**config.mk**
```make
export PLATFORM = sky130hd
export DESIGN_NAME = qif_neuron_scheduler
export DESIGN_NICKNAME = d
export VERILOG_FILES = /design/src/rtl/qif_sched_pkg.sv /design/src/rtl/qif_state_bank.sv /design/src/rtl/qif_neuron_scheduler.sv
export SDC_FILE = /design/constraint.sdc
export NUM_CORES = 1
export LEC_CHECK = 0
export ABC_AREA = 1
export CAP_MARGIN = 15
export CORE_AREA = 2 2 149 151
export CTS_BUF_LIST = sky130_fd_sc_hd__clkbuf_4 sky130_fd_sc_hd__clkbuf_8
export DETAILED_ROUTE_END_ITERATION = 16
export DIE_AREA = 0 0 151 153
export PLACE_DENSITY = 0.41
export SYNTH_ARGS = -nofsm -noshare
export SYNTH_HDL_FRONTEND = slang
export SYNTH_SLANG_ARGS = --single-unit
```
**constraint.sdc**
```tcl
create_clock -name clk -period 2.9 [get_ports clk]
set_input_delay 0.58 -clock clk [delete_from_list [all_inputs] [get_ports clk]]
set_output_delay 0.58 -clock clk [all_outputs]
set_load 0.03 [all_outputs]
```
**src/rtl/qif_sched_pkg.sv**
```systemverilog
// qif_sched_pkg: shared FSM encoding, default neuron constants and index width helper.
package qif_sched_pkg;
    typedef enum logic [2:0] {IDLE, ISSUE, WAIT, WB, DONE} state_e;
    localparam logic [7:0] V_THRESH_DEF       = 8'd200;
    localparam logic [7:0] V_RESET_DEF        = 8'd0;
    localparam logic [3:0] REFRACT_SWEEPS_DEF = 4'd4;
    function automatic int idx_w(input int n);
        return (n > 2) ? $clog2(n) : 1;
    endfunction
endpackage

```
**src/rtl/qif_state_bank.sv**
```systemverilog
// qif_state_bank: per-neuron V/I/refract registers; refract storage exists only
// when QIF_SCHED_REFRACTORY_EN is defined.
module qif_state_bank
    import qif_sched_pkg::*;
#(
    parameter int         N      = 4,
    parameter int         IW     = idx_w(N),
    parameter logic [7:0] V_INIT = 8'd0
) (
    input  logic          clk,
    input  logic          rst_n,
    input  logic          v_we,
    input  logic [IW-1:0] v_widx,
    input  logic [7:0]    v_wdata,
    input  logic          r_we,
    input  logic [IW-1:0] r_widx,
    input  logic [3:0]    r_wdata,
    input  logic          i_we,
    input  logic [IW-1:0] i_widx,
    input  logic [7:0]    i_wdata,
    input  logic [IW-1:0] rd_idx,
    input  logic [IW-1:0] obs_idx,
    output logic [7:0]    v_rd,
    output logic [7:0]    i_rd,
    output logic [3:0]    r_rd,
    output logic [7:0]    v_obs_rd
);
    logic [7:0] v_q [N];
    logic [7:0] v_d [N];
    logic [7:0] i_q [N];
    logic [7:0] i_d [N];

    always_comb begin
        v_d = v_q;
        i_d = i_q;
        if (v_we) v_d[v_widx] = v_wdata;
        if (i_we) i_d[i_widx] = i_wdata;
    end

    always_ff @(posedge clk or negedge rst_n) begin
        if (!rst_n) begin
            v_q <= '{default: V_INIT};
            i_q <= '{default: 8'd0};
        end else begin
            v_q <= v_d;
            i_q <= i_d;
        end
    end

    assign v_rd     = v_q[rd_idx];
    assign i_rd     = i_q[rd_idx];
    assign v_obs_rd = v_q[obs_idx];

`ifdef QIF_SCHED_REFRACTORY_EN
    logic [3:0] r_q [N];
    logic [3:0] r_d [N];

    always_comb begin
        r_d = r_q;
        if (r_we) r_d[r_widx] = r_wdata;
    end

    always_ff @(posedge clk or negedge rst_n) begin
        if (!rst_n) r_q <= '{default: 4'd0};
        else        r_q <= r_d;
    end

    assign r_rd = r_q[rd_idx];
`else
    logic unused_r;
    assign unused_r = ^{r_we, r_widx, r_wdata};
    assign r_rd     = 4'd0;
`endif
endmodule

```
**src/rtl/qif_neuron_scheduler.sv**
```systemverilog
// qif_neuron_scheduler: sweeps NUM_NEURONS virtual QIF neurons through one external
// datapath per tick; refractory skipping is enabled by QIF_SCHED_REFRACTORY_EN.
module qif_neuron_scheduler
    import qif_sched_pkg::*;
#(
    parameter int         NUM_NEURONS    = 4,
    parameter logic [7:0] V_THRESH       = V_THRESH_DEF,
    parameter logic [7:0] V_RESET        = V_RESET_DEF,
    parameter logic [3:0] REFRACT_SWEEPS = REFRACT_SWEEPS_DEF,
    parameter int         IW             = idx_w(NUM_NEURONS)
) (
    input  logic                   clk,
    input  logic                   rst_n,
    input  logic                   ena,
    input  logic                   tick,
    input  logic                   i_wr,
    input  logic [IW-1:0]          i_idx,
    input  logic [7:0]             i_data,
    output logic                   dp_start,
    output logic [7:0]             dp_v,
    output logic [7:0]             dp_i,
    input  logic                   dp_done,
    input  logic [7:0]             dp_v_next,
    output logic                   busy,
    output logic                   sweep_done,
    output logic [NUM_NEURONS-1:0] spike_vec,
    output logic                   tick_overrun,
    input  logic [IW-1:0]          v_sel,
    output logic [7:0]             v_obs
);
    state_e                 state_q, state_d;
    logic [IW-1:0]          idx_q, idx_d, rd_idx;
    logic [NUM_NEURONS-1:0] acc_q, acc_d, spike_q, spike_d;
    logic [7:0]             dp_v_q, dp_v_d, dp_i_q, dp_i_d, res_q, res_d, v_obs_q, v_obs_d;
    logic                   dp_start_q, dp_start_d, skip_q, skip_d, busy_q, busy_d;
    logic                   done_q, done_d, ovr_q, ovr_d;
    logic                   v_we, r_we, fire, last;
    logic [7:0]             v_wdata, v_rd, i_rd, v_obs_rd;
    logic [3:0]             r_wdata, r_rd;

    // Read address anticipates the next ISSUE so dp_v/dp_i can be latched on entry.
    assign rd_idx = (state_q == WB) ? idx_q + 1'b1 : ((state_q == IDLE) ? '0 : idx_q);
    assign fire   = res_q >= V_THRESH;
    assign last   = idx_q == IW'(NUM_NEURONS - 1);

    qif_state_bank #(.N(NUM_NEURONS), .IW(IW), .V_INIT(V_RESET)) u_bank (
        .clk(clk), .rst_n(rst_n),
        .v_we(v_we), .v_widx(idx_q), .v_wdata(v_wdata),
        .r_we(r_we), .r_widx(idx_q), .r_wdata(r_wdata),
        .i_we(i_wr), .i_widx(i_idx), .i_wdata(i_data),
        .rd_idx(rd_idx), .obs_idx(v_sel),
        .v_rd(v_rd), .i_rd(i_rd), .r_rd(r_rd), .v_obs_rd(v_obs_rd)
    );

    always_comb begin
        state_d    = state_q;
        idx_d      = idx_q;
        acc_d      = acc_q;
        spike_d    = spike_q;
        dp_v_d     = dp_v_q;
        dp_i_d     = dp_i_q;
        res_d      = res_q;
        skip_d     = skip_q;
        dp_start_d = 1'b0;
        ovr_d      = ovr_q | (tick & (state_q != IDLE));
        v_we       = 1'b0;
        v_wdata    = fire ? V_RESET : res_q;
        r_we       = 1'b0;
        r_wdata    = REFRACT_SWEEPS;
        case (state_q)
            IDLE: if (tick & ena) begin
                state_d = ISSUE;
                idx_d   = '0;
                acc_d   = '0;
            end
            ISSUE: begin
                skip_d  = !dp_start_q;
                state_d = dp_start_q ? WAIT : WB;
                r_we    = !dp_start_q;
                r_wdata = r_rd - 4'd1;
            end
            WAIT: if (dp_done) begin
                res_d   = dp_v_next;
                state_d = WB;
            end
            WB: begin
                v_we    = !skip_q;
                r_we    = !skip_q & fire;
                if (!skip_q & fire) acc_d[idx_q] = 1'b1;
                state_d = last ? DONE : ISSUE;
                idx_d   = last ? idx_q : idx_q + 1'b1;
            end
            default: state_d = IDLE;
        endcase
        if (state_d == ISSUE) begin
            dp_v_d     = v_rd;
            dp_i_d     = i_rd;
            dp_start_d = r_rd == 4'd0;
        end
        if (state_d == DONE) spike_d = acc_d;
        busy_d  = state_d != IDLE;
        done_d  = state_d == DONE;
        v_obs_d = v_obs_rd;
    end

    always_ff @(posedge clk or negedge rst_n) begin
        if (!rst_n) begin
            state_q    <= IDLE;
            idx_q      <= '0;
            acc_q      <= '0;
            spike_q    <= '0;
            dp_v_q     <= '0;
            dp_i_q     <= '0;
            res_q      <= '0;
            skip_q     <= 1'b0;
            dp_start_q <= 1'b0;
            busy_q     <= 1'b0;
            done_q     <= 1'b0;
            ovr_q      <= 1'b0;
            v_obs_q    <= '0;
        end else begin
            state_q    <= state_d;
            idx_q      <= idx_d;
            acc_q      <= acc_d;
            spike_q    <= spike_d;
            dp_v_q     <= dp_v_d;
            dp_i_q     <= dp_i_d;
            res_q      <= res_d;
            skip_q     <= skip_d;
            dp_start_q <= dp_start_d;
            busy_q     <= busy_d;
            done_q     <= done_d;
            ovr_q      <= ovr_d;
            v_obs_q    <= v_obs_d;
        end
    end

    assign dp_start     = dp_start_q;
    assign dp_v         = dp_v_q;
    assign dp_i         = dp_i_q;
    assign busy         = busy_q;
    assign sweep_done   = done_q;
    assign spike_vec    = spike_q;
    assign tick_overrun = ovr_q;
    assign v_obs        = v_obs_q;
endmodule

```
**Yosys cells after proc, flatten, opt, wreduce, memory -nomap -nowiden**

Cells that the tools add are included.

- Bits in registers: 114
- Latch bits: 0
- RAM bits: 0
- Memory bits (read-only): 0
- Input bits: 26
- Output and inout bits: 32
- Word-level logic and storage cells: 92
- Memories kept: 0

- $add $sub $neg: 1
- Multipliers: 0
- Div/mod/pow operators: 0
- Magnitude comparators: 9
- Equality and inequality tests: 8
- Shift operators: 0
- Mux-type cells: 33
- Bitwise gates (word level): 9
- Reduce and logical (&&, ||, !) cells: 11

Operators with widths:

| cell | count |
|---|---|
| $mux 8 | 9 |
| $bwmux 32 | 2 |
| $bmux 8 s2 | 3 |
| $demux 8 s2 | 2 |
| $ge 3x3->1 const B | 4 |
| $not 2->3 | 4 |
| $pmux 3 s4 | 1 |
| $mux 3 | 3 |
| $ge 8x8->1 const B | 1 |
| $mux 2 | 4 |
| $mux 4 | 2 |
| $pmux 4 s2 | 1 |
| $eq 3x1->1 const B | 2 |
| $eq 3x2->1 const B | 2 |
| $lt 3x1->1 const B | 2 |
| $reduce_bool 3->1 | 2 |
| $mux 1 | 4 |
| $or 4x4->4 | 1 |
| $pmux 2 s2 | 1 |
| $and 1x1->1 | 3 |
| $eq 3x3->1 const B | 1 |
| $logic_and 1x1->1 | 3 |
| $logic_not 3->1 | 1 |
| $lt 2x3->1 const B | 1 |
| other kinds (11) | 12 |

**Logic depth before layout (Yosys ltp)**

Gate-level depths: netlist of the first run.

- Depth in word-level cells: 7
- Gate-level depth with buffers: 11

**By module**

A second synthesis of the first run with hierarchy kept.

- Cell total of the unflattened synthesis: 760
- Area total of the unflattened synthesis: 5998.3 µm²

Modules (own cells, without submodules):

| module | instances | cells each | area each (µm²) |
|---|---|---|---|
| qif_state_bank | 1 | 537 | 3881.2 |
| qif_neuron_scheduler | 1 | 223 | 2117.0 |

**Least setup slack after synthesis of the first run**

No wires, ideal clock.

- Path type: flip-flop to flip-flop
- Start: reg idx_q[0]
- End: reg dp_i_q[4] (netlist: dp_i[4])
- Setup time: 66 ps
- Arrival: 1468 ps
- Data required time: 2834 ps
- Setup slack: 1366 ps
- Stages on the path, launching flop included: 11
- Path buffers: 1
- Clock period less this slack: 1534 ps
- Path through: dfrtp_1 inv_2 ha_1 inv_1 nand2_1 nand2_2 buf_2 nand3_1 nand2_1 nand2_1 nand2_1

- Cells in the longest elaborated chain, start to end: 6

RTL lines:

| what | line | RTL |
|---|---|---|
| start, declared | qif_neuron_scheduler.sv:32 | `logic [IW-1:0] idx_q, idx_d, rd_idx;` |
| start signal, assigned | qif_neuron_scheduler.sv:123 | `idx_q <= idx_d;` |
| $add 2x1->2 / $mux 2 (equally long branches) | qif_neuron_scheduler.sv:42 | `assign rd_idx = (state_q == WB) ? idx_q + 1'b1 : ((state_q == IDLE) ? '0 : idx_q);` |
| $mux 2 | qif_neuron_scheduler.sv:42 |  |
| $not 2->3 (implied by the code) | qif_state_bank.sv:51 | `assign i_rd = i_q[rd_idx];` |
| $bmux 8 s2 | qif_state_bank.sv:51 |  |
| $mux 8 (implied by the code) (2 in a row) | qif_state_bank.sv:51 |  |
| end signal, assigned | qif_neuron_scheduler.sv:127 | `dp_i_q <= dp_i_d;` |
| end, declared | qif_neuron_scheduler.sv:34 | `logic [7:0] dp_v_q, dp_v_d, dp_i_q, dp_i_d, res_q, res_d, v_obs_q, v_obs_d;` |

Parallel ways exist; a longest one is shown, timed or not. The select of a mux whose other input is x is not followed.
A chain may end at the register's enable or synchronous reset.

**Final worst setup path of the first run**

- Start: reg dp_v_q[0] (netlist: dp_v[0])
- End: out dp_v[0]

RTL lines:

| what | line | RTL |
|---|---|---|
| start, declared | qif_neuron_scheduler.sv:34 |  |
| start signal, assigned | qif_neuron_scheduler.sv:126 | `dp_v_q <= dp_v_d;` |
| end, declared | qif_neuron_scheduler.sv:20 | `output logic [7:0] dp_v,` |

No word-level cell between the ends.

==> results of run 1 <==
-- logic make-up (layout without fill, tap and decap cells) --
| family | count (synthesis) | after routing |
|---|---|---|
| buffers and inverters | 123 | 193 |
| adders and majority gates | 4 | 4 |
| AOI/OAI and AO/OA | 107 | 107 |
| and+or+nand+nor | 318 | 318 |
| DFF | 114 | 114 |
-- layer usage --
layer / wire length, µm / vias up / GRT usage (%)
met3: 586 / 10 / 3.28
li1: - / 2213 / -
met2: 6840 / 108 / 21.8
met5: 0 / - / 0
met1: 7240 / 2153 / 19.4
met4: 162 / 0 / 4.41
-- layout make-up --
type                            count  area (µm²)  share of cell area (%)
Tap cell                          280         350                    5.33
Timing Repair Buffer               68         663                    10.1
Clock buffer                       25         325                    4.95
Clock inverter                      5        75.1                    1.14
Sequential cell                   114        2850                    43.4
Multi-Input combinational cell    429        1950                    29.6
Inverter                           95         357                    5.43
-- per-stage QoR --
step	instance area, µm²	utilization (%)	setup slack (ns)	total power [mW]
floorplan	5290	-	1.37	4.59
global route	6570	30.6	0.728	7.78
CTS	6570	30.6	0.740	7.24
detailed placement	6170	28.7	0.830	5.67
global placement	6170	28.7	0.801	5.64
finish	6570	30.6	0.780	7.15
-- report_power, final --
part	total, mW	internal [mW]	switching [mW]	leakage (nW)
logic	3.14	1.08	2.06	1.60
registers	2.48	2.13	0.348	1.45
clock network	1.53	0.893	0.633	0.212
total	7.15	4.11	3.04	3.26
-- state kept, by name (all words and copies together), names as in the netlist, 2 cells and up --
| signal | count |
|---|---|
| idx_q | 2 |
| u_bank.v_q | 32 |
| dp_i | 8 |
| v_obs | 8 |
| u_bank.i_q | 32 |
| acc_q | 4 |
| dp_v | 8 |
| spike_vec | 4 |
| state_q | 3 |
| res_q | 8 |
-- path summary, 6_finish.rpt --
check | slack [ns] | cells past startpoint | endpoint
setup / recovery | 0.78 | 1 | dp_v[0]
hold / removal | 0.15 | 1 | spike_vec[3]
setup reg to reg | 1.04 | 9 | dp_v[3]
hold reg to reg | 0.47 | 1 | tick_overrun
max in group asynchronous | 2.04 | 2 | u_bank.i_q[1]
min in group clk | 0.47 | 1 | tick_overrun
-- cell usage after synthesis --
master                     instances
sky130_fd_sc_hd__nand2_1         212
sky130_fd_sc_hd__dfrtp_1         114
sky130_fd_sc_hd__inv_1            91
sky130_fd_sc_hd__nand3_1          84
sky130_fd_sc_hd__o21ai_0          58
sky130_fd_sc_hd__a21oi_1          24
sky130_fd_sc_hd__o21ai_1          22
sky130_fd_sc_hd__clkbuf_1         15
sky130_fd_sc_hd__buf_2            10
sky130_fd_sc_hd__nor2_1           10
sky130_fd_sc_hd__nand2_2           6
sky130_fd_sc_hd__ha_1              4
sky130_fd_sc_hd__inv_2             4
sky130_fd_sc_hd__buf_4             3
sky130_fd_sc_hd__nand4_1           2
sky130_fd_sc_hd__a21o_1            1
sky130_fd_sc_hd__nand3_2           1
sky130_fd_sc_hd__nand3_4           1
sky130_fd_sc_hd__nor2_4            1
sky130_fd_sc_hd__nor3_1            1
sky130_fd_sc_hd__o21ai_4           1
sky130_fd_sc_hd__o22ai_1           1
==> metrics.md, run 1 <==
| Metric | Value |
|---|---|
| Top post-synthesis cells by area | `sky130_fd_sc_hd__dfrtp_1 (54%), sky130_fd_sc_hd__nand2_1 (15%), sky130_fd_sc_hd__nand3_1 (8.0%)` |
| Routability cong. | `0.773` |
| Largest family of logic cells by synthesized area | `simple AND/OR/NAND/NOR gates` |
| Post-synthesis sequential area ratio | `54.0%` |
| Max Clk Rate | `0.472 GHz` |
| Non-filler instance count after layout | `1016` |
| Delay contributed by the slowest stage of the critical path | `0.70 ns` |
| Synth area leader | `sky130_fd_sc_hd__dfrtp_1` |
| Max-cap viol count | `0` |
| Synth warn | `0` |
| Number of setup buffers added after CTS | `0` |
| Final sum of negative setup slack | `0 ns` |
| Leakage power total | `3.26 nW` |
| # DRC | `0` |
| Total half-perimeter wirelength after legalization and detailed placement | `9870 µm` |
| WL per Instance | `14.6 µm` |
| Critical path start-end classification | `reg2out` |
| Compound-cell area share of the yosys netlist | `10.4%` |
| Clock-pin slew of the registers on the worst-case setup and hold paths | `0.06 ns` |
| Violation count after the first detailed-route iteration | `325` |
| Number of antenna violations at the first check in global routing | `0` |
| Commonest cells after routing, fill and taps aside | `sky130_fd_sc_hd__nand2_1 (212), sky130_fd_sc_hd__dfrtp_1 (114), sky130_fd_sc_hd__inv_1 (91), sky130_fd_sc_hd__nand3_1 (84), sky130_fd_sc_hd__o21ai_0 (58)` |
| Hold crit path type | `in2async` |
| Critical Path Sink Type | `output pin` |
| Clock H-tree levels | `4` |
| Vert. Die Dim | `153 µm` |
| Maximum ir drop on the vdd rail | `430 µV` |
| Hold violation count in the final report | `0` |
| Avg Vias per Cell | `4.41` |
| Fraction of the mapped netlist area in simple logic gates | `25.5%` |
| Type of origin of the critical path | `flop` |
| Diode count | `0` |
| Fill cells | `2301` |
| Total nets after synthesis | `696` |
| Family of cells with the greatest summed delay on the critical path | `buffers and inverters` |
| Total routing usage reported by global routing | `14.1%` |
| Via count of the first global-routing pass | `4671` |
| Adder-Cell Fraction of Synth Area | `0.947%` |
| Yosys top cell area share | `54.0%` |
| Area of the mapped netlist | `0.00529 mm²` |
| Parity-gate share of the synthesized area counting xor and xnor cells | `0%` |
| Port bufs | `57` |
| CTS Hold Bufs | `0` |
| Vias after detailed routing | `4484` |
| Beginning of the worst register-to-register path | `idx_q[0]` |
| Crit-path cells | `clkdlybuf4s50_1` |
| Power per cell area | `1090 mW/mm²` |
| Placeable core region | `0.0215 mm²` |
| Min cycle time layout | `2.12 ns` |
| First-pass GRT wire length | `24900 µm` |
| CP max FO | `2` |
| Required time worst endpoint | `2.32 ns` |
| Avg Inst Size Synth | `7.94 µm²` |
| Final worst-path cycle share | `73.1%` |
| Fin nets | `755` |
| Cell with the largest stage delay on the worst path | `sky130_fd_sc_hd__clkdlybuf4s50_1` |
| Largest net degree at the start of global routing | `43` |
| Clk buf depth | `2` |
| Final Skew | `0.00859 ns` |
| Number of optimization iterations in the first detailed-route pass | `5` |
| Initial Utilization | `24.6%` |
| Most frequent standard cell in the layout excluding fill and tap cells | `sky130_fd_sc_hd__nand2_1` |
| Slew at the pin closest to its max-slew limit | `0.796 ns` |
| Share of cells above drive strength 1 | `7.61%` |
| Worst path buffer plus inverter count | `1` |
| Number of sinks handled by clock tree synthesis | `114` |
| Number of top-level pins | `58` |
| Portion of netlist area occupied by mux cells | `0%` |
| Worst hold slack after final layout | `0.147 ns` |
| Number of clock buffers inserted by TritonCTS | `17` |
| Outcome | `finished clean` |
| Post-synthesis register bit count | `114` |
| Remaining antenna violation count after routing | `0` |
| Inst Count DP | `986` |
| Data arrival time of the critical path | `1.54 ns` |
| Final number of max-transition violations | `0` |
| CTS tree | `done` |
| Clock root buffer master | `sky130_fd_sc_hd__clkbuf_8` |
| Total Wirelength | `14800 µm` |
| Die width | `151 µm` |
| Slew headroom | `46.8%` |
| Crit path from | `dp_v[0]` |
| Area of the die | `0.0231 mm²` |
| Area delta synth->final | `24.3%` |
| Netlist cell types | `22` |
| Cell Rows | `54` |
| RSZ-0062 raised after global routing | `no` |
| Syn Inst Count | `666` |
| Clk Latency, worst-skew pair | `0.44 ns` |
| Grt total ovfl | `0` |
| Post-CTS sizing | `0` |
| # setup viols final | `0` |
No activity file was read; power rests on OpenSTA's default activity.
==> run 2, diff against run 1 <==
clock period = 2.06 ns   (was 2.9 ns; I/O delays follow)
==> metrics.md, run 2 (same netlist as run 1, synthesis figures left out) <==
| Metric | Value |
|---|---|
| Clock H-tree levels | `4 (unchanged)` |
| Min cycle time layout | `1.95 ns` |
| Fill cells | `2326 (+1.1%)` |
| Hold violation count in the final report | `0 (unchanged)` |
| Die width | `151 µm (unchanged)` |
| CTS Hold Bufs | `1 (+1)` |
| Initial Utilization | `24.6% (unchanged)` |
| Share of cells above drive strength 1 | `9.20% (+1.6 points)` |
| Hold crit path type | `in2async` |
| RSZ-0062 raised after global routing | `no` |
| Max-cap viol count | `0 (unchanged)` |
| Total Wirelength | `14700 µm (-0.95%)` |
| Slew headroom | `58.0% (+11 points)` |
| Family of cells with the greatest summed delay on the critical path | `buffers and inverters` |
| Max Clk Rate | `0.512 GHz` |
| First-pass GRT wire length | `24500 µm (-1.6%)` |
| Remaining antenna violation count after routing | `0 (unchanged)` |
| Final sum of negative setup slack | `0 ns (unchanged)` |
| Fin nets | `768 (+1.7%)` |
| Maximum ir drop on the vdd rail | `496 µV (+15%)` |
| # DRC | `0 (unchanged)` |
| Final number of max-transition violations | `0 (unchanged)` |
| Slew at the pin closest to its max-slew limit | `0.627 ns (-0.169 ns)` |
| Number of top-level pins | `58 (unchanged)` |
| Post-layout util | `31.2% (+0.58 points)` |
| Number of setup buffers added after CTS | `0 (unchanged)` |
| Clock power share | `21.3% (about the same)` |
| Clock root buffer master | `sky130_fd_sc_hd__clkbuf_8` |
| Required time worst endpoint | `1.65 ns (-0.67 ns)` |
| Clock-pin slew of the registers on the worst-case setup and hold paths | `0.07 ns (about the same)` |
| Power per cell area | `1510 mW/mm² (+39%)` |
| Crit-path cells | `clkdlybuf4s50_1` |
| Placeable core region | `0.0215 mm² (unchanged)` |
| Final worst-path cycle share | `94.8%` |
| Clk Latency, worst-skew pair | `0.45 ns (about the same)` |
| WL per Instance | `14.3 µm (-2.3%)` |
| Area delta synth->final | `26.7%` |
| Avg Vias per Cell | `4.34 (-1.7%)` |
| Number of optimization iterations in the first detailed-route pass | `5 (unchanged)` |
| Number of sinks handled by clock tree synthesis | `114 (unchanged)` |
| Most frequent standard cell in the layout excluding fill and tap cells | `sky130_fd_sc_hd__nand2_1` |
| Leakage power total | `3.32 nW (+1.7%)` |
| Port bufs | `57 (unchanged)` |
| Vert. Die Dim | `153 µm (unchanged)` |
| CP max FO | `2 (unchanged)` |
| Routability cong. | `0.737 (-4.7%)` |
| Worst reg-to-reg setup slack | `0.26 ns (-0.78 ns)` |
| Data arrival time of the critical path | `1.54 ns (about the same)` |
| Total half-perimeter wirelength after legalization and detailed placement | `9850 µm (-0.22%)` |
| Internal Pwr Total | `5.82 mW (+42%)` |
| Commonest cells after routing, fill and taps aside | `sky130_fd_sc_hd__nand2_1 (212), sky130_fd_sc_hd__dfrtp_1 (114), sky130_fd_sc_hd__inv_1 (91), sky130_fd_sc_hd__nand3_1 (84), sky130_fd_sc_hd__o21ai_0 (58)` |
| Gate power share | `44.2% (+0.3 points)` |
| Area of the multi-input gates | `0.00195 mm² (unchanged)` |
| Worst path buffer plus inverter count | `1 (unchanged)` |
| Number of antenna violations at the first check in global routing | `0 (unchanged)` |
| Sw Share | `42.4% (-0.11 points)` |
| Cell Rows | `54 (unchanged)` |
| Critical Path Sink Type | `output pin` |
| Largest registers | `u_bank.i_q x32, u_bank.v_q x32` |
| Delay contributed by the slowest stage of the critical path | `0.70 ns (about the same)` |
| Total routing usage reported by global routing | `13.8% (-0.26 points)` |
| Cell with the largest stage delay on the worst path | `sky130_fd_sc_hd__clkdlybuf4s50_1` |
| Critical path start-end classification | `reg2out` |
| Vias after detailed routing | `4468 (-0.36%)` |
| Via count of the first global-routing pass | `4606 (-1.4%)` |
| Clk buf depth | `2 (unchanged)` |
| Diode count | `0 (unchanged)` |
| Outcome | `finished clean` |
| Final Skew | `0.0108 ns (+0.00224 ns)` |
| # setup viols final | `0 (unchanged)` |
| Switching power of the nets | `4.29 mW (+41%)` |
| Area of the die | `0.0231 mm² (unchanged)` |
| Largest net degree at the start of global routing | `43 (unchanged)` |
| Number of clock buffers inserted by TritonCTS | `17 (unchanged)` |
| Violation count after the first detailed-route iteration | `285 (-12%)` |
| Type of origin of the critical path | `flop` |
| Sequential standard cell area | `0.00285 mm² (unchanged)` |
| Post-CTS sizing | `0 (unchanged)` |
| CTS tree | `done` |
| Grt total ovfl | `0 (unchanged)` |
| Sequential share of power | `34.4% (-0.3 points)` |
==> run 2: stage by stage <==
stage          cells  total power [mW]  setup slack [ns]  hold WS, ns  area, µm²
5_1_grt         1030              11.0            0.0430        0.443       6700
6_report        1030              10.1             0.108        0.430       6700
2_1_floorplan    666              6.47             0.526        0.116       5290
3_5_place_dp     998              8.05             0.246        0.384       6290
4_1_cts         1030              10.3            0.0461        0.420       6700
3_3_place_gp     998              8.02             0.274        0.376       6290
==> run 2: path summary, 6_finish.rpt <==
| check | depth (start not counted) | to | from |
|---|---|---|---|
| worst max-delay path | 1 | dp_v[0] | dp_v[0] |
| worst min-delay path | 2 | spike_vec[3] | rst_n |
| worst max register to register | 9 | dp_v[5] | idx_q[0] |
| worst min register to register | 1 | tick_overrun | tick_overrun |
| max in group asynchronous | 3 | u_bank.i_q[25] | rst_n |
| min in group clk | 1 | tick_overrun | tick_overrun |
==> run 2: layer usage <==
metal | vias to the layer above | global-route usage (%) | wire length, µm
li1 | 2243 | - | -
met1 | 2136 | 18.8 | 7100
met2 | 79 | 21.4 | 6800
met3 | 10 | 3.28 | 626
met4 | 0 | 5.03 | 157
met5 | - | 0 | 0
==> run 2: final cells by class <==
class	count	area share [%]
sequential	114	42.6
multi-input combinational	429	29.1
timing repair buffer	81	11.8
inverter	95	5.33
tap	280	5.23
clock buffer	20	3.92
clock inverter	11	2.06
==> run 2: power by group through the flow <==
stage / Clock, mW / Sequential (mW) / Combinational (mW)
3_3_place_gp: 0 / 3.51 / 4.50
2_1_floorplan: 0 / 3.82 / 2.64
3_5_place_dp: 0 / 3.52 / 4.53
4_1_cts: 2.24 / 3.49 / 4.55
6_report: 2.16 / 3.48 / 4.47
5_1_grt: 2.34 / 3.58 / 5.09
